File: src/rtl/trb_mem_ctrl.sv
// trb_mem_ctrl: trace-buffer memory controller (ring capture / stream FIFO).
// Ports: Tracer store/load, trigger, host access, status (DONE, TRG_*, WPTR, FILL).
module trb_mem_ctrl #(
  parameter int WIDTH     = 32,
  parameter int DEPTH     = 16,
  parameter int EPOS_BITS = $clog2(WIDTH)
) (
  input  logic                     FPGA_CLK_I,
  input  logic                     RST_I,
  input  logic                     ARM_I,
  input  logic                     MODE_I,
  input  logic [$clog2(DEPTH)-1:0] TRG_DELAY_I,
  input  logic                     STORE_I,
  input  logic [WIDTH-1:0]         STORE_DATA_I,
  output logic                     STORE_PERM_O,
  input  logic                     TRG_EVENT_I,
  input  logic [EPOS_BITS-1:0]     EVENT_POS_I,
  output logic                     TRG_DELAYED_O,
  input  logic                     LOAD_REQUEST_I,
  output logic                     LOAD_GRANT_O,
  output logic [WIDTH-1:0]         LOAD_DATA_O,
  input  logic                     HOST_REQ_I,
  input  logic                     HOST_WE_I,
  input  logic [$clog2(DEPTH)-1:0] HOST_ADDR_I,
  input  logic [WIDTH-1:0]         HOST_DATA_I,
  output logic                     HOST_ACK_O,
  output logic [WIDTH-1:0]         HOST_DATA_O,
  output logic                     DONE_O,
  output logic [$clog2(DEPTH)-1:0] TRG_ADDR_O,
  output logic [EPOS_BITS-1:0]     TRG_POS_O,
  output logic [$clog2(DEPTH)-1:0] WPTR_O,
  output logic [$clog2(DEPTH):0]   FILL_O
);

  localparam int AW = $clog2(DEPTH);
  localparam logic [AW:0] FULL = (AW+1)'(DEPTH);

  typedef enum logic [2:0] {
    S_IDLE, S_CAPTURE, S_POST, S_DONE, S_STREAM
  } state_t;

  state_t state_q, state_d;

  logic [WIDTH-1:0] mem [DEPTH];
  logic [AW-1:0] wptr_q, rptr_q, cnt_q, dly_q;
  logic [AW:0]   fill_q;

  logic arm_go, store_go, trg_go, load_go, host_go;

  always_ff @(posedge FPGA_CLK_I) begin
    if (RST_I) state_q <= S_IDLE;
    else       state_q <= state_d;
  end

  // One memory access per cycle: store > load > host.
  always_comb begin
    state_d  = state_q;
    arm_go   = 1'b0;
    store_go = 1'b0;
    trg_go   = 1'b0;
    load_go  = 1'b0;
    host_go  = 1'b0;
    unique case (state_q)
      S_IDLE, S_DONE: begin
        arm_go  = ARM_I;
        // A re-arm wins over a pending host access.
        host_go = HOST_REQ_I && !ARM_I;
        if (ARM_I) state_d = MODE_I ? S_STREAM : S_CAPTURE;
      end
      S_CAPTURE: begin
        store_go = STORE_I;
        if (TRG_EVENT_I) begin
          trg_go  = 1'b1;
          // A store in the trigger cycle is the first post-trigger word.
          state_d = (STORE_I && dly_q == '0) ? S_DONE : S_POST;
        end
      end
      S_POST: begin
        store_go = STORE_I;
        if (STORE_I && cnt_q == '0) state_d = S_DONE;
      end
      S_STREAM: begin
        load_go = LOAD_REQUEST_I && fill_q != '0 && !LOAD_GRANT_O;
        host_go = HOST_REQ_I && !load_go
                  && (!HOST_WE_I || fill_q != FULL);
      end
      default: state_d = S_IDLE;
    endcase
  end

  always_ff @(posedge FPGA_CLK_I) begin
    if (RST_I) begin
      wptr_q       <= '0;
      rptr_q       <= '0;
      fill_q       <= '0;
      cnt_q        <= '0;
      dly_q        <= '0;
      TRG_ADDR_O   <= '0;
      TRG_POS_O    <= '0;
      LOAD_GRANT_O <= 1'b0;
      LOAD_DATA_O  <= '0;
      HOST_ACK_O   <= 1'b0;
      HOST_DATA_O  <= '0;
    end else begin
      LOAD_GRANT_O <= load_go;
      HOST_ACK_O   <= host_go;
      if (arm_go) begin
        wptr_q <= '0;
        rptr_q <= '0;
        fill_q <= '0;
        dly_q  <= TRG_DELAY_I;
      end
      if (store_go) wptr_q <= wptr_q + 1'b1;
      if (trg_go) begin
        TRG_ADDR_O <= wptr_q;
        TRG_POS_O  <= EVENT_POS_I;
        cnt_q      <= STORE_I ? dly_q - 1'b1 : dly_q;
      end else if (state_q == S_POST && store_go && cnt_q != '0) begin
        cnt_q <= cnt_q - 1'b1;
      end
      if (load_go) begin
        LOAD_DATA_O <= mem[rptr_q];
        rptr_q      <= rptr_q + 1'b1;
        fill_q      <= fill_q - 1'b1;
      end
      if (host_go) begin
        if (state_q == S_STREAM) begin
          if (HOST_WE_I) begin
            wptr_q <= wptr_q + 1'b1;
            fill_q <= fill_q + 1'b1;
          end else begin
            HOST_DATA_O <= '0;
          end
        end else if (!HOST_WE_I) begin
          HOST_DATA_O <= mem[HOST_ADDR_I];
        end
      end
    end
  end

  // Buffer contents survive reset.
  always_ff @(posedge FPGA_CLK_I) begin
    if (!RST_I) begin
      if (store_go)
        mem[wptr_q] <= STORE_DATA_I;
      else if (host_go && HOST_WE_I)
        mem[state_q == S_STREAM ? wptr_q : HOST_ADDR_I] <= HOST_DATA_I;
    end
  end

  assign STORE_PERM_O  = state_q == S_CAPTURE || state_q == S_POST;
  assign DONE_O        = state_q == S_DONE;
  assign TRG_DELAYED_O = state_q == S_DONE;
  assign WPTR_O        = wptr_q;
  assign FILL_O        = fill_q;

endmodule

File: config.mk
export PLATFORM = sky130hd
export DESIGN_NAME = trb_mem_ctrl
export DESIGN_NICKNAME = d
export VERILOG_FILES = /design/src/rtl/trb_mem_ctrl.sv
export SDC_FILE = /design/constraint.sdc
export NUM_CORES = 1
export LEC_CHECK = 0
export BUFFER_PORTS_ARGS = -buffer_cell sky130_fd_sc_hd__buf_2
export CORE_ASPECT_RATIO = 0.75
export CORE_MARGIN = 10
export CORE_UTILIZATION = 61
export DETAILED_ROUTE_END_ITERATION = 7
export GPL_ROUTABILITY_DRIVEN = 0
export HOLD_SLACK_MARGIN = 0.15
export PLACE_DENSITY = 0.91
export SLEW_MARGIN = 30
export SYNTH_ARGS = -nofsm -noshare
export SYNTH_HDL_FRONTEND = slang
export SYNTH_SLANG_ARGS = --single-unit
File: constraint.sdc
create_clock -name FPGA_CLK_I -period 6.2 [get_ports FPGA_CLK_I]
set_input_delay 1.86 -clock FPGA_CLK_I [delete_from_list [all_inputs] [get_ports FPGA_CLK_I]]
set_output_delay 1.86 -clock FPGA_CLK_I [all_outputs]
set_load 0.02 [all_outputs]
# After elaboration in Yosys (flattened, before gate mapping)
# Memory sizes are Yosys's and may differ from the RTL's. A register that Yosys moved wholly into a read port is not among the register bits.
# Index checks and enable logic that the tools add are counted.
classes:
  order_cmp: 0
  reduce_logical: 28
  add_sub_neg: 6
  multipliers: 0
  muxes: 41
  n_bitwise: 2
  div_mod_pow: 0
  eq_ne: 8
  n_shift: 0
op_table:
  columns: ["op", "count"]
  rows:
  - ["2-to-1 mux 32 bit", 4]
  - ["2-to-1 mux 4 bit", 12]
  - ["OR reduction 32 bit", 1]
  - ["2-to-1 mux 5 bit", 5]
  - ["2-to-1 mux 1 bit", 14]
  - ["2-to-1 mux 3 bit", 4]
  - ["one-hot mux 3 bit (4 select lines)", 1]
  - ["logical AND 1 bit", 10]
  - ["adder 4 x 1 -> 4 bit (second input constant)", 2]
  - ["logical NOT 4 bit", 2]
  - ["subtractor 4 x 1 -> 4 bit (second input constant)", 2]
  - ["equality test 3 x 2 -> 1 bit (second input constant)", 2]
  - ["!= test 2 bit (second input constant)", 3]
  - ["adder 5 x 1 -> 5 bit (second input constant)", 1]
  - ["!= test 5 bit (second input constant)", 1]
  - ["nonzero test 5 bit", 1]
  - ["subtractor 5 x 1 -> 5 bit (second input constant)", 1]
  - ["logical NOT 1 bit", 4]
  - ["AND reduction 4 bit", 1]
  - ["nonzero test 2 bit", 2]
  - ["nonzero test 4 bit", 1]
  - ["OR reduction 2 bit", 2]
  - ["equality test 3 x 1 -> 1 bit (second input constant)", 1]
  - ["equality test 3 bit (second input constant)", 1]
  - ["5 further kinds", 7]
totals:
  memories: 1
  ram_bits: 512
  in_bits: 86
  word_cells: 97
  mem_bits_ro: 0
  out_inout_bits: 87
  latch_bits: 0
  register_bits: 67
mem_list:
  columns: ["memory", "words", "word_bits", "rd", "rd_clocked_by_memory_dff", "wr", "line", "rtl"]
  rows:
  - ["mem", 16, 32, 2, 1, 1, "44", "logic [WIDTH-1:0] mem [DEPTH];"]

# Longest topological paths before layout
# Gate-level depths: netlist (run 1).
logic_depth:
  word_depth: 14
  ltp_mapped: 8

# Worst setup path after synthesis (run 1)
# No wires, ideal clock.
synth_path:
  path_type: "input -> register"
  startpoint: "input port HOST_ADDR_I[2]"
  endpoint: "memory mem[13][0] (enable)"
  path_stages: 7
  n_path_buf: 3
  path_slack_ns: 1.222
  required_ns: 5.779
  arrival_ns: 4.556
  cell_sequence: "clkbuf_1 clkbuf_1 clkbuf_1 nand2_1 nor2_1 o221ai_1 nor2_1"
synth_via:
  elab_chain_cells: 2
synth_lines:
  columns: ["item", "line", "rtl"]
  rows:
  - ["from (decl)", "24", "input logic [$clog2(DEPTH)-1:0] HOST_ADDR_I,"]
  - ["2-to-1 mux 4 bit", "147", "mem[state_q == S_STREAM ? wptr_q : HOST_ADDR_I] <= HOST_DATA_I;"]
  - ["2-to-1 mux 4 bit (no source line)", null, null]
  - ["to (decl)", "44", null]
# Every way passes these cells.

# Worst setup path after layout (run 1)
layout_path:
  startpoint: "input port HOST_REQ_I"
  endpoint: "memory mem[14][17] (enable)"
layout_via:
  elab_chain_cells: 10
  word_cells_on_any_way: 12
  classes_between: "mux: 7; reduce/logical: 5"
layout_lines:
  columns: ["item", "line", "rtl"]
  rows:
  - ["from (decl)", "22", "input logic HOST_REQ_I,"]
  - ["logical AND 1 bit", "84", "host_go = HOST_REQ_I && !load_go"]
  - ["logical AND 1 bit", "85", "&& (!HOST_WE_I || fill_q != FULL);"]
  - ["one-hot mux 1 bit (2 select lines) *", "63", "unique case (state_q)"]
  - ["logical AND 1 bit *", "146", "else if (host_go && HOST_WE_I)"]
  - ["2-to-1 mux 1 bit *", "146", null]
  - ["2-to-1 mux 1 bit *", "144", "if (store_go)"]
  - ["2-to-1 mux 1 bit *", "143", "if (!RST_I) begin"]
  - ["2-to-1 mux 1 bit *", "147", null]
  - ["OR reduction 32 bit (no source line)", null, null]
  - ["2-to-1 mux 4 bit (no source line) / 2-to-1 mux 1 bit (equally long branches)", null, null]
# Mark *: on every way between the ends. The rest lies on a longest branch, timed or not.

==> impl_metrics.json, run 1 <==
{
  "fin_setup_tns_ns": 0,
  "power_leakage_nw": 10.3,
  "hp-start": "TRG_POS_O[2]",
  "start_kind": "input pin",
  "finalCriticalPeriod_ns": 4.45,
  "fmax_mhz": 225,
  "fin_nets": 1791,
  "wl_per_cell_um": 33.4,
  "vdd_drop_max_uv": 263,
  "power_frac_clock_pct": 41.3,
  "final-setup-viol-count": 0,
  "antenna_found_initial": 0,
  "coreArea_um2": 44800,
  "synth.distinct_cells": 57,
  "root_buffer": "clkbuf_16",
  "gr-total-overflow": 0,
  "initial_core_util_pct": 61.8,
  "critPathLaunch": "HOST_REQ_I",
  "drive_above_1_share_pct": 38.0,
  "hpwl_mm": 44.6,
  "synthesis.nets": 1642,
  "ctsHoldBuffers": 0,
  "synth_ff_type": "edfxtp_1",
  "cts_made_buffers": 56,
  "route.vias.total": 17100,
  "clkTransAtPathRegs_ns": 0.06,
  "syn_area_um2": 27700,
  "ant_nets": 0,
  "grt_max_degree": 79,
  "synth_edf_count": 512,
  "maxSlewViolCount": 0,
  "synth_top_area_share_pct": 55.4,
  "htreeDepth": 2,
  "grt_pass1_wl_mm": 116,
  "io_buffers": 172,
  "yosysWarnings": 0,
  "yosysMostFrequentCell": "edfxtp_1",
  "rsz0062_at_grt": "false",
  "dieArea_um2": 54500,
  "totalWireLength_mm": 77.8,
  "chipWidth_um": 266,
  "track_usage_pct": 28.5,
  "design_area_um2": 31500,
  "synthArstFlopShare_pct": 0,
  "sw_frac_of_total_pct": 23.1,
  "finClkSkew_ns": 0.0347,
  "share_comb_of_total_power_pct": 8.3,
  "clock_sinks": 611,
  "synthCells": 1548,
  "first_global_vias": 18000,
  "fp-row-count": 67,
  "cts_resized": 0,
  "cts_tree": "yes",
  "crit_required_ns": 6.51,
  "vias_per_cell": 7.35,
  "ys_top_cells_by_count": "edfxtp_1, mux4_2, dfxtp_1",
  "crit_type": "input pin to flip-flop",
  "power.density_nw_per_um2": 290,
  "syn_area_per_cell_um2": 17.9,
  "status": "finished clean",
  "r2r_start": "FILL_O[0]",
  "min_period_over_period_pct": 71.7,
  "io_pins": 173,
  "yosys-top-cells-area": "edfxtp_1, mux4_2, dfxtp_1",
  "ys_ff_latch": 611,
  "worstPathArrival_ns": 4.76,
  "pwr-share-seq_pct": 50.4,
  "yosysTopAreaCell": "edfxtp_1",
  "clock_latency_ns": 0.64,
  "p_sw_mw": 2.11,
  "syn_to_final_growth_pct": 13.5,
  "antenna_cells": 0,
  "endpoint_kind": "flip-flop",
  "ys_seq_area_share_pct": 62.6,
  "post_cts_buffers": 0,
  "hold_violations": 0,
  "worst_pin_slew_ns": 1.04,
  "endpoint": "mem[14][17]",
  "slew_headroom_pct": 30.9,
  "hold_depth": 2,
  "rrSetupSlack_ns": 2.18,
  "drt_pass1_iterations": 5,
  "drc_errors": 0,
  "post_dp_cell_area_um2": 29400,
  "cts_max_path_buffers": 3,
  "die_h_um": 205,
  "p_int_mw": 7.03,
  "worst-path-max-fanout": 18,
  "holdCritPathClass": "flip-flop to flip-flop",
  "r2r_end": "mem[14][17]",
  "drt_iter0_drc": 2505,
  "reg2reg_depth": 8,
  "cap_violations": 0
}
## how the worst min path moves through the flow
| stage | to | slack (ns) |
|---|---|---|
| floorplan | dly_q[2] | 0.46 |
| global placement | TRG_POS_O[4] | 0.44 |
| detailed placement | TRG_POS_O[2] | 0.45 |
| CTS | TRG_POS_O[2] | 0.46 |
| global route | TRG_ADDR_O[0] | 0.47 |
| finish | TRG_POS_O[2] | 0.46 |
## final cells by class
type / instances / area [um^2]
inverters: 12 / 45.0
fillers: 2562 / 13400
flip-flops and latches: 611 / 17400
well taps: 586 / 733
repair buffers: 211 / 1330
clock buffers: 64 / 1450
clock inverters: 41 / 541
multi-input cells: 805 / 10000
## power by group through the flow
| stage | clock, mW | sequential (mW) | combinational, mW |
|---|---|---|---|
| floorplan | 0 | 4.69 | 0.479 |
| global placement | 0 | 4.68 | 0.695 |
| detailed placement | 0 | 4.69 | 0.731 |
| CTS | 3.79 | 4.60 | 0.745 |
| global route | 3.94 | 4.61 | 0.804 |
| finish | 3.78 | 4.61 | 0.755 |
## metrics by stage
stage                     worst slack, ns  instances  hold WS (ns)  total power, mW  util, %
final                                1.75       2330         0.459             9.14     70.2
after global routing                 1.56       2330         0.467             9.35     70.2
after CTS                            1.92       2329         0.456             9.13     70.1
after detailed placement             1.31       2224         0.447             5.42     65.6
after global placement               1.49       2222         0.441             5.38     65.5
after floorplan                      1.22       1548         0.457             5.17        -
## layout by cell type (no fill, tap or decap), drive strengths merged, types with 37 or more instances in the layout
master / instances
a211oi: 37
a21oi: 60
buf: 210
clkbuf: 65
dfxtp: 99
edfxtp: 512
mux2: 66
mux2i: 67
mux4: 256
nand2: 43
nor2: 71
nor2b: 41
## metal layers
metal	up-vias	track usage, %	wire length, um
met2	1484	47.0	38500
met3	271	6.61	10100
met1	8610	36.5	25900
li1	6752	-	-
met4	0	11.5	3400
met5	-	0	0
## cell families after synthesis
logic type | synth area share, %
xor+xnor | 0.284
buf+inv | 2.02
fa+ha+maj | 0.361
simple gates | 3.86
flops | 62.6
mux | 25.9
compound gates | 5.02
## state kept, by name, indices dropped and copies added (netlist names)
name and count:
dly_q 4, LOAD_GRANT_O 1, TRG_POS_O 5, HOST_DATA_O 32
LOAD_DATA_O 32, mem 512, FILL_O 5, HOST_ACK_O 1
TRG_ADDR_O 4, WPTR_O 4, state_q 3, cnt_q 4
rptr_q 4
## worst max-delay path, stage by stage
cell      delay (ns)
buf_2           0.12
nor2b_1         0.18
nand4_1         0.56
nor3b_1         0.38
o221ai_1        0.49
nor2_4          0.88
buf_12          0.27
Power figures use the tool's default switching activity.
==> inputs of run 2 (changes only) <==
==> constraint.sdc (replaced) <==
create_clock -name FPGA_CLK_I -period 4.5 [get_ports FPGA_CLK_I]
set_input_delay 1.35 -clock FPGA_CLK_I [delete_from_list [all_inputs] [get_ports FPGA_CLK_I]]
set_output_delay 1.35 -clock FPGA_CLK_I [all_outputs]
set_load 0.02 [all_outputs]
==> run 2 against run 1 <==
Net effect: worst setup slack got worse by 0.95 ns; sequential power increased by 38%; final cell count grew 0.30%; core utilization is essentially flat; critical endpoint is now mem[10][11]; register-to-register slack worse by 1.4 ns; largest power group unchanged; clock power up 29%.
==> impl_metrics.json, run 2 (synthesis gave the netlist of run 1 again) <==
{
  "vdd_drop_max_uv": 457,
  "finClkSkew_ns": 0.0191,
  "worst-path-max-fanout": 24,
  "root_buffer": "clkbuf_16",
  "antenna_found_initial": 1,
  "fp-row-count": 67,
  "initial_core_util_pct": 61.8,
  "min_period_over_period_pct": 82.1,
  "fin_nets": 1800,
  "fin_util_pct": 70.2,
  "io_buffers": 172,
  "gr-total-overflow": 0,
  "final_cell_mix": "edfxtp_1, mux4_2, buf_2",
  "final-setup-viol-count": 0,
  "clock_sinks": 611,
  "holdCritPathClass": "flip-flop to flip-flop",
  "layout_commonest_cell": "edfxtp_1",
  "vias_per_cell": 7.22,
  "maxSlewViolCount": 0,
  "hold_slack_ns": 0.453,
  "largestRegisters": "mem: 512 flops, HOST_DATA_O: 32 flops, LOAD_DATA_O: 32 flops",
  "drt_iter0_drc": 2070,
  "chipWidth_um": 266,
  "place_ws_ns": 0.376,
  "max_stage_delay_ns": 0.63,
  "rrSetupSlack_ns": 0.80,
  "hold_violations": 0,
  "status": "finished clean",
  "dieArea_um2": 54500,
  "power.density_nw_per_um2": 390,
  "cts_resized": 0,
  "rsz0062_at_grt": "false",
  "cap_violations": 0,
  "track_usage_pct": 27.9,
  "syn_to_final_growth_pct": 13.5,
  "worst_pin_slew_ns": 0.991,
  "htreeDepth": 2,
  "finalCriticalPeriod_ns": 3.70,
  "fin_setup_tns_ns": 0,
  "power_leakage_nw": 10.3,
  "die_h_um": 205,
  "endpoint_kind": "flip-flop",
  "p_sw_mw": 2.85,
  "p_int_mw": 9.42,
  "share_comb_of_total_power_pct": 8.4,
  "worstPathArrival_ns": 3.97,
  "cts_max_path_buffers": 3,
  "crit_type": "flip-flop to flip-flop",
  "clkTransAtPathRegs_ns": 0.07,
  "drt_pass1_iterations": 6,
  "crit_chain": "or3b_2, a211oi_4, and2_1, o221ai_1, nor2_4, buf_12",
  "wl_per_cell_um": 32.8,
  "totalWireLength_mm": 76.6,
  "post_cts_buffers": 0,
  "io_pins": 173,
  "cpMaxStageDelayCell": "or3b_2",
  "grt_pass1_wl_mm": 113,
  "grt_max_degree": 79,
  "hpwl_mm": 43.9,
  "drc_errors": 0,
  "slew_headroom_pct": 33.6,
  "ant_nets": 0,
  "pwr-share-seq_pct": 51.8,
  "power_frac_clock_pct": 39.8,
  "crit_required_ns": 4.78,
  "top_register": "mem",
  "setup_slack_ns": 0.804,
  "cts_tree": "yes",
  "fill_cells": 2608,
  "fmax_mhz": 271,
  "clock_latency_ns": 0.61,
  "route.vias.total": 16900,
  "sw_frac_of_total_pct": 23.2,
  "start_kind": "flip-flop",
  "largest_register_ffs": 512,
  "first_global_vias": 17400,
  "drive_above_1_share_pct": 37.8,
  "coreArea_um2": 44800,
  "ctsHoldBuffers": 0,
  "cts_made_buffers": 56
}
run 2: layout make-up:
type                    instances  area (um^2)  area share, %
clock inverters                27          333           1.06
multi-input cells             805         9970           31.7
clock buffers                  75         1530           4.86
diodes                          1         2.50        0.00795
inverters                      12         45.0          0.143
flip-flops and latches        611        17400           55.2
well taps                     586          733           2.33
repair buffers                220         1490           4.73
run 2: worst max-delay path, delay by kind of cell, from the launching register on:
kind,cells,cell delay (ns)
flip-flops,1,0.57
AO/OA/AOI/OAI,2,0.81
buffers and inverters,1,0.33
AND/OR/NAND/NOR,3,1.62
run 2: power groups by stage:
stage                     logic [mW]  registers [mW]  clock network (mW)
after floorplan                0.661            6.47                   0
after global placement         0.971            6.45                   0
after detailed placement        1.01            6.46                   0
after CTS                       1.02            6.34                4.89
after global routing            1.10            6.35                5.09
final                           1.03            6.35                4.88
run 2: through the flow:
step | std cells | area [um^2] | power [mW]
after global placement | 2234 | 29600 | 7.42
final | 2337 | 31500 | 12.3
after global routing | 2337 | 31500 | 12.5
after CTS | 2336 | 31500 | 12.3
after floorplan | 1548 | 27700 | 7.13
after detailed placement | 2234 | 29600 | 7.47
run 2: worst paths after layout:
kind            startpoint             to  cells after the start
max             state_q[2]    mem[10][11]                      6
min          TRG_ADDR_O[1]  TRG_ADDR_O[1]                      2
max reg2reg     state_q[2]    mem[10][11]                      6
min reg2reg  TRG_ADDR_O[1]  TRG_ADDR_O[1]                      2
run 2: layer usage:
metal | vias to the layer above | share of wire [%] | global-route usage, %
met5 | - | 0 | 0
li1 | 6748 | - | -
met4 | 0 | 4.1 | 11.4
met1 | 8557 | 34 | 35.5
met2 | 1337 | 49 | 46.5
met3 | 230 | 12 | 5.86
==> inputs of run 3 (changes only) <==
==> constraint.sdc (replaced) <==
create_clock -name FPGA_CLK_I -period 3.8 [get_ports FPGA_CLK_I]
set_input_delay 1.14 -clock FPGA_CLK_I [delete_from_list [all_inputs] [get_ports FPGA_CLK_I]]
set_output_delay 1.14 -clock FPGA_CLK_I [all_outputs]
set_load 0.02 [all_outputs]
==> run 3 against run 2 <==
Net effect: worst setup slack got worse by 0.24 ns; critical path depth increased by 3; fmax grew 14%; critical endpoint is now mem[4][14]; via count increased by 1.4%; largest cell class unchanged; worst hold slack about the same; core utilization is 0.80 points higher; count of clock-buffer cells in the layout fell by 7; clock skew increased by 0.0051 ns; critical path type unchanged; combinational power up 19%.
==> impl_metrics.json, run 3 (synthesis gave the netlist of run 1 again) <==
{
  "layout_commonest_cell": "edfxtp_1",
  "worstPathArrival_ns": 3.56,
  "setup_slack_ns": 0.563,
  "place_ws_ns": 0.272,
  "chipWidth_um": 266,
  "cap_violations": 0,
  "ant_nets": 0,
  "finalCriticalPeriod_ns": 3.24,
  "coreArea_um2": 44800,
  "route.vias.total": 17100,
  "power_leakage_nw": 10.5,
  "gr-total-overflow": 0,
  "htreeDepth": 2,
  "largest_register_ffs": 512,
  "initial_core_util_pct": 61.8,
  "antenna_found_initial": 0,
  "hold-path-endpoint": "TRG_POS_O[4]",
  "grt_max_degree": 74,
  "cts_max_path_buffers": 3,
  "vdd_drop_max_uv": 571,
  "maxSlewViolCount": 0,
  "io_buffers": 172,
  "fin_nets": 1824,
  "cts_resized": 0,
  "rsz0062_at_grt": "false",
  "cts_tree": "yes",
  "reg2reg_depth": 9,
  "drc_errors": 0,
  "first_global_vias": 17700,
  "wl_per_cell_um": 32.8,
  "io_pins": 173,
  "start_kind": "flip-flop",
  "rrSetupSlack_ns": 0.56,
  "root_buffer": "clkbuf_16",
  "hp-start": "TRG_POS_O[4]",
  "track_usage_pct": 28.3,
  "r2r_end": "mem[4][14]",
  "fin_setup_tns_ns": 0,
  "fin_cells": 2360,
  "post_cts_buffers": 0,
  "hold_violations": 0,
  "clock_latency_ns": 0.63,
  "dieArea_um2": 54500,
  "die_h_um": 205,
  "fin_util_pct": 71.0,
  "r2r_start": "FILL_O[0]",
  "syn_to_final_growth_pct": 14.8,
  "top_register": "mem",
  "min_period_over_period_pct": 85.2,
  "slew_headroom_pct": 38.0,
  "grt_pass1_wl_mm": 114,
  "worst-path-max-fanout": 16,
  "endpoint_kind": "flip-flop",
  "clkTransAtPathRegs_ns": 0.07,
  "power.density_nw_per_um2": 464,
  "placed_cells": 2258,
  "vias_per_cell": 7.25,
  "drt_pass1_iterations": 6,
  "final_cell_mix": "edfxtp_1, mux4_2, buf_2",
  "cts_made_buffers": 56,
  "largestRegisters": "mem: 512 flops, HOST_DATA_O: 32 flops, LOAD_DATA_O: 32 flops",
  "fin_total_pwr_mw": 14.8,
  "ctsHoldBuffers": 0,
  "antenna_cells": 0,
  "drt_iter0_drc": 2475,
  "worst_pin_slew_ns": 0.926,
  "crit_type": "flip-flop to flip-flop",
  "hpwl_mm": 45.5,
  "fmax_mhz": 309,
  "holdCritPathClass": "flip-flop to flip-flop",
  "clock_sinks": 611,
  "fp-row-count": 67,
  "finClkSkew_ns": 0.0242,
  "status": "finished clean",
  "totalWireLength_mm": 77.3,
  "hold_depth": 2,
  "final-setup-viol-count": 0,
  "drive_above_1_share_pct": 38.9,
  "crit_required_ns": 4.12
}
## run 3: changes by cell type in the layout (fill, tap and decap cells not counted), sizes merged
cell and delta:
buf +24, bufinv +4, clkbuf -7, clkinv +5, clkinvlp -1, diode -1, inv -1
## run 3: metrics by stage
stage	instance area (um^2)	hold WS [ns]
2_1_floorplan	27700	0.457
3_3_place_gp	29900	0.438
3_5_place_dp	29900	0.446
4_1_cts	31800	0.455
5_1_grt	31800	0.467
6_report	31800	0.453
## run 3: worst max-delay path by stage
stage / start / to / slack, ns / cells after the start
floorplan: HOST_ADDR_I[2] / mem[13][0] / -0.46 / 7
global placement: HOST_REQ_I / mem[1][1] / 0.37 / 7
detailed placement: HOST_REQ_I / mem[2][1] / 0.27 / 7
CTS: FILL_O[0] / mem[4][14] / 0.63 / 9
global route: FILL_O[0] / mem[4][14] / 0.47 / 9
finish: FILL_O[0] / mem[4][14] / 0.56 / 9
## run 3: final cells by class
cell class / instances / area (um^2)
sequential: 611 / 17400
fill: 2568 / 13000
tap: 586 / 733
timing repair buffer: 244 / 1740
inverter: 12 / 45.0
clock inverter: 34 / 472
multi-input combinational: 805 / 9990
clock buffer: 68 / 1490
## run 3: worst max-delay path, stage by stage, from the launching register on
cell and delay, ns:
dfxtp_1 0.38, inv_1 0.13, ha_1 0.19, or4b_4 0.51, a211oi_4 0.35, and2_1 0.41
o221ai_1 0.19, buf_4 0.22, nor2_4 0.28, buf_12 0.24
## run 3: power breakdown
group	switching (mW)	total, mW	internal [mW]
Sequential	0.106	7.51	7.41
Clock	2.54	6.03	3.49
Combinational	0.733	1.23	0.499
Total	3.38	14.8	11.4
## run 3: layer usage
metal / wire (um) / vias up / track usage, %
li1: - / 6802 / -
met4: 3040 / 0 / 11.4
met1: 26200 / 8665 / 36.7
met3: 10200 / 236 / 6.22
met5: 0 / - / 0
met2: 38000 / 1408 / 46.2
